$ cat config.mk
export PLATFORM = sky130hd
export DESIGN_NAME = hamming74_decoder
export DESIGN_NICKNAME = d
export VERILOG_FILES = /design/src/rtl/hamming74_decoder.sv
export SDC_FILE = /design/constraint.sdc
export NUM_CORES = 1
export LEC_CHECK = 0
export ABC_AREA = 1
export ABC_CLOCK_PERIOD_IN_PS = 3490
export CAP_MARGIN = 30
export CORE_MARGIN = 2
export CORE_UTILIZATION = 45
export DETAILED_ROUTE_END_ITERATION = 10
export PLACE_DENSITY = 0.71
export SLEW_MARGIN = 20
export SYNTH_ARGS = -nofsm -noshare
export SYNTH_HDL_FRONTEND = slang
export SYNTH_SLANG_ARGS = --single-unit
$ cat constraint.sdc
create_clock -name clk -period 3.49 [get_ports clk]
set_clock_uncertainty 0.05 [all_clocks]
set_input_delay 0.698 -clock clk [delete_from_list [all_inputs] [get_ports clk]]
set_output_delay 0.698 -clock clk [all_outputs]
set_load 0.005 [all_outputs]
$ cat src/rtl/hamming74_decoder.sv
// -----------------------------------------------------------------------------
// hamming74_decoder
//
// Receive-side Hamming(7,4) decoder. A 7-bit codeword is registered together
// with its 3-bit syndrome in stage 1. Stage 2 flips the bit the syndrome points
// at, extracts the 4 data bits and raises valid_out for one cycle. A saturating
// counter tallies the words that needed correction.
//
// Codeword bit order: bit i holds Hamming position i+1
//   [0]=p1 [1]=p2 [2]=d1 [3]=p4 [4]=d2 [5]=d3 [6]=d4
//
// Ports
//   clk        in   system clock, rising edge
//   rst_n      in   asynchronous active-low reset
//   EN         in   input-valid strobe, code_in sampled when high
//   code_in    in   received codeword [6:0]
//   clr_count  in   synchronous clear of err_count (wins over an increment)
//   data_out   out  decoded data {d4,d3,d2,d1}
//   code_out   out  corrected codeword, same order as code_in
//   valid_out  out  one-cycle pulse qualifying data_out/code_out/err_flag/err_pos
//   err_flag   out  a single bit was corrected (syndrome non-zero)
//   err_pos    out  syndrome = corrected position 1..7, 0 when clean
//   err_count  out  saturating count of words with err_flag=1
// -----------------------------------------------------------------------------
module hamming74_decoder #(
  parameter int CNT_W = 8
) (
  input  logic             clk,
  input  logic             rst_n,
  input  logic             EN,
  input  logic [6:0]       code_in,
  input  logic             clr_count,
  output logic [3:0]       data_out,
  output logic [6:0]       code_out,
  output logic             valid_out,
  output logic             err_flag,
  output logic [2:0]       err_pos,
  output logic [CNT_W-1:0] err_count
);

  localparam logic [CNT_W-1:0] CNT_MAX = {CNT_W{1'b1}};
  localparam logic [CNT_W-1:0] CNT_ONE = CNT_W'(1);
  localparam logic [CNT_W-1:0] CNT_ZERO = CNT_W'(0);

  // Syndrome {s4,s2,s1}: each bit is the parity over the positions whose
  // index has that bit set, so the value equals the erroneous position.
  function automatic logic [2:0] calc_syndrome(input logic [6:0] code);
    logic s1;
    logic s2;
    logic s4;
    s1 = code[0] ^ code[2] ^ code[4] ^ code[6];
    s2 = code[1] ^ code[2] ^ code[5] ^ code[6];
    s4 = code[3] ^ code[4] ^ code[5] ^ code[6];
    return {s4, s2, s1};
  endfunction

  // Invert the bit at position syn (bit index syn-1); syndrome 0 passes through.
  function automatic logic [6:0] correct_code(input logic [6:0] code,
                                              input logic [2:0] syn);
    logic [6:0] mask;
    mask = 7'b000_0000;
    case (syn)
      3'd1:    mask = 7'b000_0001;
      3'd2:    mask = 7'b000_0010;
      3'd3:    mask = 7'b000_0100;
      3'd4:    mask = 7'b000_1000;
      3'd5:    mask = 7'b001_0000;
      3'd6:    mask = 7'b010_0000;
      3'd7:    mask = 7'b100_0000;
      default: mask = 7'b000_0000;
    endcase
    return code ^ mask;
  endfunction

  // Data bits sit at positions 3,5,6,7.
  function automatic logic [3:0] extract_data(input logic [6:0] code);
    return {code[6], code[5], code[4], code[2]};
  endfunction

  // Stage 1 state
  logic             v1_r;
  logic [6:0]       code1_r;
  logic [2:0]       syn1_r;

  // Stage 2 / output state
  logic [3:0]       data_r;
  logic [6:0]       code_r;
  logic             valid_r;
  logic             flag_r;
  logic [2:0]       pos_r;
  logic [CNT_W-1:0] count_r;

  // Combinational helpers
  logic [6:0]       corr_code_s;
  logic [3:0]       corr_data_s;
  logic             corr_flag_s;
  logic [CNT_W-1:0] count_next_s;

  // Stage 1: capture the codeword and its syndrome on every EN edge.
  always_ff @(posedge clk or negedge rst_n) begin
    if (!rst_n) begin
      v1_r    <= 1'b0;
      code1_r <= 7'b000_0000;
      syn1_r  <= 3'd0;
    end else begin
      v1_r <= EN;
      if (EN) begin
        code1_r <= code_in;
        syn1_r  <= calc_syndrome(code_in);
      end else begin
        code1_r <= code1_r;
        syn1_r  <= syn1_r;
      end
    end
  end

  // Correction datapath feeding stage 2.
  always_comb begin
    corr_code_s = correct_code(code1_r, syn1_r);
    corr_data_s = extract_data(corr_code_s);
    corr_flag_s = (syn1_r != 3'd0);
  end

  // Saturating error counter next value; clear takes priority over increment.
  always_comb begin
    count_next_s = count_r;
    if (clr_count) begin
      count_next_s = CNT_ZERO;
    end else if (v1_r && corr_flag_s && (count_r != CNT_MAX)) begin
      count_next_s = count_r + CNT_ONE;
    end else begin
      count_next_s = count_r;
    end
  end

  // Stage 2: publish the corrected word; outputs hold when no word arrives.
  always_ff @(posedge clk or negedge rst_n) begin
    if (!rst_n) begin
      valid_r <= 1'b0;
      data_r  <= 4'd0;
      code_r  <= 7'b000_0000;
      flag_r  <= 1'b0;
      pos_r   <= 3'd0;
    end else begin
      valid_r <= v1_r;
      if (v1_r) begin
        data_r <= corr_data_s;
        code_r <= corr_code_s;
        flag_r <= corr_flag_s;
        pos_r  <= syn1_r;
      end else begin
        data_r <= data_r;
        code_r <= code_r;
        flag_r <= flag_r;
        pos_r  <= pos_r;
      end
    end
  end

  // Error counter register.
  always_ff @(posedge clk or negedge rst_n) begin
    if (!rst_n) begin
      count_r <= CNT_ZERO;
    end else begin
      count_r <= count_next_s;
    end
  end

  assign data_out  = data_r;
  assign code_out  = code_r;
  assign valid_out = valid_r;
  assign err_flag  = flag_r;
  assign err_pos   = pos_r;
  assign err_count = count_r;

endmodule

==> impl_metrics.ini, run 1 <==
[routing]
wl_per_cell_um = 11.5
finalWirelength_um = 2910
via_per_inst = 4.87
wl_met1_um = 1380
route.met3.wl_um = 132
remaining_drc_errors = 0
dr.max_layer_used = met4
drt_iter0_drc = 80
firstDrtPassIters = 4
wl_met2_um = 1350
vias = 1236
drtAntennaViolNets = 0

[synth]
synth_area_leader_cell = dfrtp_1
netlist.area_leader.share_pct = 49.6
synth_cell_types = 23
ys_seq_area_share_pct = 49.6
netlist_area_mm2 = 0.00156
syn_inst = 174
syn_area_per_cell_um2 = 8.99
yosys_warnings = 0
synth-main-ff-cell = dfrtp_1
synth-seq-cells = 31
ys_async_sr_fraction_pct = 100
synth_edf_count = 0
synth_fp_nets = 186
synth_area_leaders = dfrtp_1, nand2_1, xor2_1

[clock_tree]
cts_tree = yes
worstSkewPairLatency_ns = 0.31
cts_resized = 0
cts-root-buf = clkbuf_4
path_clk_slew_ns = 0.09
clock_sinks = 31
cts_setup_buffers = 0
h-tree-depth = 2
cts_inserted_buffers = 5
cts_hold_buffers = 0
clockBufferDepth = 2

[global_route]
grt_pass1_wl_um = 5390
antenna_found_initial = 0
overflow = 0
grt_max_degree = 32
grt_pass1_vias = 1194
grt_usage_pct = 17.3

[critical_path]
cp-end-kind = primary output
critPathArrivalTime_ns = 1.31
cp_slowest_cell = clkdlybuf4s50_1
rr_worst_depth = 9
path_cells = clkdlybuf4s50_1
critical_path.top_delay_family = buffers and inverters
reg2reg_slack_ns = 2.05
path_max_fanout = 6
max_stage_delay_ns = 0.54
crit_required_ns = 2.74
r2r_start = err_count[0]$_DFFE_PN0P_
r2r_end = err_count[7]$_DFFE_PN0P_
crit_buf_inv = 1
critical_path_class = flip-flop to primary output
cp-start-kind = flip-flop

[finish]
fill_cells = 316
layout.nets = 221
multi_input_area_um2 = 682
area_growth_pct = 25.7
final-seq-area_um2 = 776
final_layout_size_suffix_gt1_share_pct = 10.1
layout_commonest_cell = nand2_1
finalNonFillerCells = 254
mostFrequentLayoutCells = nand2_1, clkdlybuf4s50_1, dfrtp_1, nand3_1, inv_1
antenna_cells = 0

[floorplanning]
die_w_um = 63.0
die_area_mm2 = 0.00396
die_height_um = 63.0
coreArea_mm2 = 0.00334
pin_count = 35
rows = 21
start_util_pct = 46.9

[timing]
holdWs_ns = 0.391
post-route-min-period_ns = 2.06
slew_violations = 0
worst_pin_slew_ns = 0.512
finalHoldViolCount = 0
tns_ns = 0
finalSetupViolations = 0
relSlewSlack_pct = 65.8
fmax_ghz = 0.485
finalCritPeriodShare_pct = 59.1
grt_setup_unrepaired = no

[min_path]
whs_path_depth = 0
hold_end = valid_out$_DFF_PN0_
hp-class = flip-flop to flip-flop
hold_path_startpoint = v1_r$_DFF_PN0_

[power]
cellPowerDensity_mw_per_mm2 = 416
vdd_drop_max_uv = 307
static-leakage-power_uw = 0.000874

[flow_run]
drv_cap = 0

[placement]
place_inst = 248
place_congestion = 0.818
io_buffers = 34
dp_hpwl_um = 2250

[status]
status = completed
-- through the flow --
stage,total power [uW],area [um^2],utilization (%),setup slack (ns)
final,818,1970,58.9,1.43
after global routing,874,1970,58.9,1.35
after CTS,834,1970,58.9,1.41
after detailed placement,650,1920,57.7,1.44
after global placement,641,1920,57.7,1.46
after floorplan,542,1560,-,2.12
-- where the power goes --
part | switching, uW | internal, uW | total [uW]
Sequential | 35.5 | 401 | 437
Clock | 109 | 71.5 | 180
Combinational | 85.8 | 116 | 202
Total | 230 | 589 | 818
-- registers in the layout (all words and copies together), names as in the netlist --
| register | count |
|---|---|
| code1_r | 7 |
| err_count | 8 |
| valid_out | 1 |
| v1_r | 1 |
| err_pos | 3 |
| syn1_r | 3 |
| code_out | 3 |
| err_flag | 1 |
| data_out | 4 |
-- synthesized netlist by cell type, types with 2 or more instances --
library cell  count
buf_2             3
buf_4             4
dfrtp_1          31
inv_1            14
mux2_2            7
nand2_1          42
nand2_2           3
nand2b_1          3
nand3_1          17
nand4_1           2
nor2_1           10
o21ai_0          11
o21ai_1           2
xnor2_1           6
xor2_1           11
-- metal layers --
layer | GRT usage, % | vias up
met4 | 8.33 | 0
met3 | 3.78 | 4
met5 | 0 | -
li1 | - | 621
met1 | 23.4 | 577
met2 | 26.5 | 34
-- cells by family (layout without fill, tap and decap cells) --
logic type | after synthesis | in the layout | synth area share (%)
AOI/OAI and AO/OA | 15 | 15 | 4.96
xor gates and xnor gates | 17 | 17 | 9.52
adders and majority gates | 1 | 1 | 0.800
buffers and inverters | 22 | 56 | 6.80
DFF | 31 | 31 | 49.6
muxes | 7 | 7 | 5.04
and+or+nand+nor | 81 | 81 | 23.3
-- layout make-up --
type                            instances  share of cell area, %
Sequential cell                        31                   39.5
Multi-Input combinational cell        121                   34.7
Timing Repair Buffer                   35                   17.7
Inverter                               15                   3.12
Tap cell                               46                   2.93
Clock buffer                            6                   2.10
-- worst max-delay path by stage --
stage | start | end | slack (ns) | depth (start not counted)
finish | err_count[2]$_DFFE_PN0P_ | err_count[2] | 1.43 | 1
floorplan | code_in[6] | syn1_r[2]$_DFFE_PN0P_ | 2.12 | 5
global route | err_count[5]$_DFFE_PN0P_ | err_count[5] | 1.35 | 1
detailed placement | EN | code1_r[6]$_DFFE_PN0P_ | 1.44 | 2
global placement | EN | code1_r[3]$_DFFE_PN0P_ | 1.46 | 2
CTS | err_count[3]$_DFFE_PN0P_ | err_count[3] | 1.41 | 1
No activity file was read; power rests on OpenSTA's default activity.
==> run 2, diff against run 1 <==
--- a/config.mk
+++ b/config.mk
@@ -6,7 +6,7 @@
 export NUM_CORES = 1
 export LEC_CHECK = 0
 export ABC_AREA = 1
-export ABC_CLOCK_PERIOD_IN_PS = 3490
+export ABC_CLOCK_PERIOD_IN_PS = 1900
 export CAP_MARGIN = 30
 export CORE_MARGIN = 2
 export CORE_UTILIZATION = 45
==> constraint.sdc (replaced) <==
create_clock -name clk -period 1.9 [get_ports clk]
set_clock_uncertainty 0.05 [all_clocks]
set_input_delay 0.38 -clock clk [delete_from_list [all_inputs] [get_ports clk]]
set_output_delay 0.38 -clock clk [all_outputs]
set_load 0.005 [all_outputs]
==> run 2 against run 1 <==
Compared with the run above:
- sequential power is 84% higher
- design area is 1.8% higher
- sequential share of layout area is 0.69 points lower
- via count is 2.3% higher
- count of clock-buffer cells in the layout is 2 higher
- first-iteration DRC count is 24% lower
==> impl_metrics.ini, run 2 (synthesized netlist as in run 1, its figures left out) <==
[timing]
grt_setup_unrepaired = no
finalSetupViolations = 0
worst_pin_slew_ns = 0.433
relSlewSlack_pct = 71.1
tns_ns = 0
finalHoldViolCount = 0
slew_violations = 0
finalCritPeriodShare_pct = 92.9
post-route-min-period_ns = 1.77
fmax_ghz = 0.567

[routing]
remaining_drc_errors = 0
wl_per_cell_um = 11.8
vias = 1264
firstDrtPassIters = 4
drtAntennaViolNets = 0
via_per_inst = 4.92
drt_iter0_drc = 61
finalWirelength_um = 3050

[clock_tree]
clockBufferDepth = 2
cts_tree = yes
cts_setup_buffers = 0
cts_hold_buffers = 0
cts-root-buf = clkbuf_4
clock_sinks = 31
cts_resized = 0
h-tree-depth = 2
worstSkewPairLatency_ns = 0.33
path_clk_slew_ns = 0.09
cts_inserted_buffers = 5

[finish]
fill_cells = 312
antenna_cells = 0
layout.nets = 222
layout_commonest_cell = nand2_1
final-seq-area_um2 = 776
area_growth_pct = 27.9
largest_register_ffs = 8
final_layout_size_suffix_gt1_share_pct = 11.4
mostFrequentLayoutCells = nand2_1, clkdlybuf4s50_1, dfrtp_1, nand3_1, inv_1
multi_input_area_um2 = 682
design_area_mm2 = 0.00200

[global_route]
overflow = 0
grt_max_degree = 32
grt_pass1_wl_um = 5240
grt_pass1_vias = 1189
grt_usage_pct = 17.1
antenna_found_initial = 0

[power]
clkPwrFrac_pct = 26.9
power_uw = 1610
pwr-share-comb_pct = 23.2
cellInternalPower_uw = 1170
switching_share_pct = 27.5
switching_power_uw = 443
static-leakage-power_uw = 0.000893
pwr-share-seq_pct = 49.9
vdd_drop_max_uv = 401
cellPowerDensity_mw_per_mm2 = 805

[critical_path]
path_cells = clkdlybuf4s50_1
cp_slowest_cell = clkdlybuf4s50_1
path_max_fanout = 6
cp-start-kind = flip-flop
reg2reg_slack_ns = 0.42
r2r_start = err_count[0]$_DFFE_PN0P_
cp-end-kind = primary output
critical_path.top_delay_family = buffers and inverters
critical_path_class = flip-flop to primary output
crit_buf_inv = 1
max_stage_delay_ns = 0.54
critPathArrivalTime_ns = 1.34
startpoint = err_count[5]$_DFFE_PN0P_
crit_required_ns = 1.47

[floorplanning]
rows = 21
die_w_um = 63.0
die_area_mm2 = 0.00396
pin_count = 35
die_height_um = 63.0
start_util_pct = 46.9
coreArea_mm2 = 0.00334

[placement]
dp_hpwl_um = 2310
io_buffers = 34
place_congestion = 0.819
place_area_mm2 = 0.00193

[min_path]
hp-class = input pin to asynchronous set/reset pin

[flow_run]
drv_cap = 0

[status]
status = completed
==> run 2: cell types whose count changed in the layout (fill, tap and decap cells not counted) <==
cell      previous run  this run
buf_4                1         2
clkbuf_8             0         2
==> run 2: through the flow <==
stage	hold slack [ns]	utilization (%)	setup WS (ns)	instances
2_1_floorplan	0.0344	-	0.582	174
3_3_place_gp	0.376	57.9	0.267	249
3_5_place_dp	0.381	57.9	0.233	249
4_1_cts	0.388	60.0	0.123	257
5_1_grt	0.414	60.0	0.0532	257
6_report	0.375	60.0	0.135	257
==> run 2: per-layer routing <==
metal | track usage, % | wire (um) | up-vias
met5 | 0 | 0 | -
met4 | 7.50 | 63 | 0
met3 | 5.41 | 163 | 11
met2 | 27.5 | 1400 | 37
met1 | 21.0 | 1410 | 594
li1 | - | - | 622
==> run 2: final timing paths <==
check,end,cells past startpoint
worst max-delay path,err_count[5],1
worst min-delay path,code1_r[4]$_DFFE_PN0P_,2
worst max register to register,err_count[6]$_DFFE_PN0P_,9
worst min register to register,valid_out$_DFF_PN0_,0
max in group asynchronous,code1_r[5]$_DFFE_PN0P_,2
min in group clk,valid_out$_DFF_PN0_,0
==> run 2: final cells by class <==
type	instances	area share (%)
Sequential cell	31	38.8
Multi-Input combinational cell	121	34.1
Clock buffer	8	3.44
Timing Repair Buffer	36	17.8
Tap cell	46	2.88
Inverter	15	3.06
==> run 2: power by group through the flow <==
| stage | clock (uW) | combinational [uW] | sequential, uW |
|---|---|---|---|
| after floorplan | 0 | 187 | 809 |
| after global placement | 0 | 368 | 810 |
| after detailed placement | 0 | 378 | 817 |
| after CTS | 443 | 380 | 804 |
| after global routing | 478 | 412 | 816 |
| final | 434 | 374 | 804 |
==> run 3, diff against run 2 <==
--- a/config.mk
+++ b/config.mk
@@ -7,7 +7,7 @@
 export LEC_CHECK = 0
 export ABC_AREA = 1
 export ABC_CLOCK_PERIOD_IN_PS = 1900
-export CAP_MARGIN = 30
+export CAP_MARGIN = 20
 export CORE_MARGIN = 2
 export CORE_UTILIZATION = 45
 export DETAILED_ROUTE_END_ITERATION = 10
==> constraint.sdc (replaced) <==
create_clock -name clk -period 1.9 [get_ports clk]
set_clock_uncertainty 0.05 [all_clocks]
set_input_delay 0.475 -clock clk [delete_from_list [all_inputs] [get_ports clk]]
set_output_delay 0.475 -clock clk [all_outputs]
set_load 0.005 [all_outputs]
==> run 3 against run 2 <==
Compared with the run above:
- sequential cell count unchanged
- die area unchanged
- clock power increased by 23%
- largest cell class unchanged
- highest routed layer unchanged
==> impl_metrics.ini, run 3 (synthesized netlist as in run 1, its figures left out) <==
[finish]
utilization_pct = 60.6
fill_cells = 312
multi_input_area_um2 = 682
largest_register_ffs = 8
area_growth_pct = 29.2
final-seq-area_um2 = 778
layout.nets = 222
final_layout_size_suffix_gt1_share_pct = 12.8
antenna_cells = 0
mostFrequentLayoutCells = nand2_1, clkdlybuf4s50_1, dfrtp_1, nand3_1, inv_1
finalNonFillerCells = 257
layout_commonest_cell = nand2_1

[routing]
drt_iter0_drc = 53
remaining_drc_errors = 0
firstDrtPassIters = 4
wl_per_cell_um = 11.4
drtAntennaViolNets = 0
via_per_inst = 4.80
vias = 1234
finalWirelength_um = 2940

[global_route]
antenna_found_initial = 0
grt_pass1_wl_um = 5330
grt_pass1_vias = 1219
grt_usage_pct = 17.1
grt_max_degree = 32
overflow = 0

[critical_path]
critical_path_class = flip-flop to primary output
max_stage_delay_ns = 0.53
cp_slowest_cell = clkdlybuf4s50_1
cp-start-kind = flip-flop
critical_path.top_delay_family = buffers and inverters
path_cells = clkdlybuf4s50_1
r2r_end = err_count[6]$_DFFE_PN0P_
startpoint = err_count[3]$_DFFE_PN0P_
crit_buf_inv = 1
critPathArrivalTime_ns = 1.30
crit_required_ns = 1.37
cp_num_cells = 1
rr_worst_depth = 9
crit_path_end = err_count[3]
reg2reg_slack_ns = 0.44
cp-end-kind = primary output
r2r_start = err_count[0]$_DFFE_PN0P_
path_max_fanout = 5

[power]
cellInternalPower_uw = 1260
pwr-share-comb_pct = 21.8
static-leakage-power_uw = 0.000900
pwr-share-seq_pct = 47.0
vdd_drop_max_uv = 502
switching_power_uw = 449
switching_share_pct = 26.2
clkPwrFrac_pct = 31.2
cellPowerDensity_mw_per_mm2 = 847

[clock_tree]
cts-root-buf = clkbuf_4
clockBufferDepth = 2
clock_sinks = 31
worstSkewPairLatency_ns = 0.32
cts_inserted_buffers = 5
cts_setup_buffers = 0
cts_tree = yes
path_clk_slew_ns = 0.10
h-tree-depth = 2

[placement]
place_congestion = 0.831
io_buffers = 34
dp_hpwl_um = 2250
place_inst = 249

[timing]
finalCritPeriodShare_pct = 95.8
post-route-min-period_ns = 1.82
relSlewSlack_pct = 70.8
finalHoldViolCount = 0
slew_violations = 0
fmax_ghz = 0.549
worst_pin_slew_ns = 0.437
grt_setup_unrepaired = no
finalSetupViolations = 0
tns_ns = 0

[flow_run]
drv_cap = 0

[floorplanning]
die_height_um = 63.0
rows = 21
die_w_um = 63.0
start_util_pct = 46.9
pin_count = 35
coreArea_mm2 = 0.00334
die_area_mm2 = 0.00396

[status]
status = completed

[min_path]
hp-class = flip-flop to flip-flop
run 3: changes by cell type in the layout (fill, tap and decap cells not counted):
cell / before / now
dfrtp_1: 31 / 29
dfrtp_2: 0 / 2
bufinv_16: 0 / 1
clkbuf_1: 1 / 0
clkbuf_8: 2 / 1
clkinv_2: 0 / 1
run 3: metal layers:
layer / global-route usage, % / part of all wire, %
met5: 0 / 0
met4: 6.67 / 1.5
met3: 4.14 / 5.4
met2: 27.9 / 48
met1: 21.8 / 45
run 3: what timing repair did:
action,4_1_cts,5_1_grt
hold buffers,0,0
setup endpoints to repair,0,2
resized for setup,0,2
run 3: metrics by stage:
stage / hold WS (ns) / cell area (um^2) / setup WS, ns / power, uW
global placement: 0.376 / 1930 / 0.149 / 1180
floorplan: 0.129 / 1560 / 0.582 / 996
detailed placement: 0.388 / 1930 / 0.121 / 1200
CTS: 0.409 / 2020 / 0.0149 / 1730
finish: 0.404 / 2020 / 0.0796 / 1710
global route: 0.424 / 2020 / 0.0221 / 1810
run 3: area by class of cell:
cell class | instances | area share (%)
clock inverters | 2 | 1.73
clock buffers | 6 | 2.54
well taps | 46 | 2.85
inverters | 15 | 3.03
repair buffers | 36 | 17.6
flip-flops and latches | 31 | 38.5
multi-input cells | 121 | 33.7
run 3: worst min path at each step:
stage                        start                endpoint  slack (ns)  cells after the start
finish              v1_r$_DFF_PN0_     valid_out$_DFF_PN0_        0.40                      0
global route        v1_r$_DFF_PN0_     valid_out$_DFF_PN0_        0.42                      0
CTS                 v1_r$_DFF_PN0_     valid_out$_DFF_PN0_        0.41                      0
detailed placement  v1_r$_DFF_PN0_     valid_out$_DFF_PN0_        0.39                      0
global placement    v1_r$_DFF_PN0_     valid_out$_DFF_PN0_        0.38                      0
floorplan                    rst_n  code1_r[0]$_DFFE_PN0P_        0.13                      0
run 3: power by group through the flow:
stage | logic (uW) | clock network, uW | registers [uW]
3_3_place_gp | 368 | 0 | 810
4_1_cts | 380 | 547 | 805
5_1_grt | 418 | 579 | 818
3_5_place_dp | 378 | 0 | 817
6_report | 373 | 535 | 804
2_1_floorplan | 187 | 0 | 809
==> RTL change: new RTL, flow settings as in run 3 <==
Set the parameter `CNT_W` to 7 (it was 8).
--- a/src/rtl/hamming74_decoder.sv
+++ b/src/rtl/hamming74_decoder.sv
@@ -23,7 +23,7 @@
 //   err_count  out  saturating count of words with err_flag=1
 // -----------------------------------------------------------------------------
 module hamming74_decoder #(
-  parameter int CNT_W = 8
+  parameter int CNT_W = 7
 ) (
   input  logic             clk,
   input  logic             rst_n,
Ports: changed (resized err_count); port bits go from 35 to 34. The function was not compared with the original's and may differ.
==> RTL change against run 3 <==
- synthesized area down 6.9%
- setup slack worse by 0.020 ns
- cell area is 7.6% lower
- critical path depth did not move
- largest cell class unchanged
- core utilization rose by 0.14 points
- total power down 15%
- routed wire length shrank 7.8%
- critical endpoint unchanged
- cell count fell by 7.4%
- sequential cell count fell by 1
- clock power is 37% lower
==> RTL change: results (changes against run 3) <==
metric;value;unit;change
path_max_fanout;6;;+1
synth_common_cells;nand2_1, dfrtp_1, inv_1, o21ai_0, nand3_1;;
drive_gt1_share;10.82;%;-2.0 points
ys_top_cells_by_area;dfrtp_1, nand2_1, mux2_2, o21ai_0, nand3_1;;
dp.cells;231;;-7.2%
rr_endpoint;err_count[5];;
route.top_layer_used;met4;;
synth_compound_area_share;6.186;%;+1.2 points
yosysSeqAreaShare;51.55;%;+1.9 points
dpl.hpwl;2.077;mm;-7.7%
critPathTopFamily;buffers and inverters;;
grt_pass1_wl;4.560;mm;-14%
wl_met1;1.166;mm;-13%
synthMuxAreaShare;5.412;%;+0.37 points
postSynthAreaPerCell;9.218;um2;+2.5%
r2r.worst_path.cells;7;;-2
r2r_slack;0.46;ns;+0.02 ns
post_dp_cell_area;1822;um2;-5.7%
crit_slowest_cell;clkdlybuf4s50_1;;
drv_slew;0;;unchanged
outcome;complete, no violations;;
met1_usage;20.68;%;-1.1 points
num_vias;1148;;-7.0%
ys_types;20;;-13%
nFillCells;302;;-3.2%
synth_fa_ha_area_share;0.8591;%;+0.059 points
met2_length;1.336;mm;-4.8%
p_switching;0.0004079;W;-9.1%
met2_usage;27.34;%;-0.58 points
synth-xor-area-share;8.419;%;-1.1 points
route.detailed.wl_per_inst;11.39;um;-0.42%
met3_length;171;um;+7.5%
hold_slack;0.3732;ns;-0.03108 ns
leakage;0.8294;nW;-7.8%
grt_max_degree;31;;-3.1%
antenna_left;0;;unchanged
tightest_slew;0.4397;ns;+0.002673 ns
drt_wl_total;2.712;mm;-7.8%
port_buffers;33;;-2.9%
cts_resized;0;;unchanged
clkTransAtPathRegs;0.08;ns;-0.02 ns
vdd_drop_max;0.4681;mV;-6.8%
fin_nets;206;;-7.2%
place_congestion;0.8009;;-3.6%
grt_util_all_layers;17.62;%;+0.54 points
first_iter_violations;68;;+28%
grt_pass1_vias;1047;;-14%
final_util;60.69;%;+0.14 points
pre_cts_ws;0.09936;ns;-0.02186 ns
gr-usage-met3;7.676;%;+3.5 points
min_period;1.840;ns;+0.02002 ns
synthesis.nets;170;;-8.6%
## RTL change: cell count changes after synthesis, moves of 2 or more
cell,before,now
nand2b_1,3,0
nand2_2,3,0
xor2_1,11,8
o21ai_0,11,15
nand2_1,42,40
nor2_4,0,3
nand3_1,17,14
nor2_1,10,3
clkbuf_1,0,2
buf_2,3,1
## RTL change: power groups by stage
| stage | registers, W | logic, W | clock network (W) |
|---|---|---|---|
| after global routing | 0.000785 | 0.000387 | 0.000385 |
| after CTS | 0.000773 | 0.000352 | 0.000357 |
| after floorplan | 0.000779 | 0.000168 | 0 |
| after detailed placement | 0.000786 | 0.000351 | 0 |
| after global placement | 0.000781 | 0.000344 | 0 |
| final | 0.000773 | 0.000345 | 0.000339 |
## RTL change: layout make-up
class,instances,area share (%)
Sequential cell,30,40.25
Clock buffer,7,2.411
Timing Repair Buffer,36,18.89
Tap cell,44,2.947
Multi-Input combinational cell,105,32.28
Inverter,16,3.215
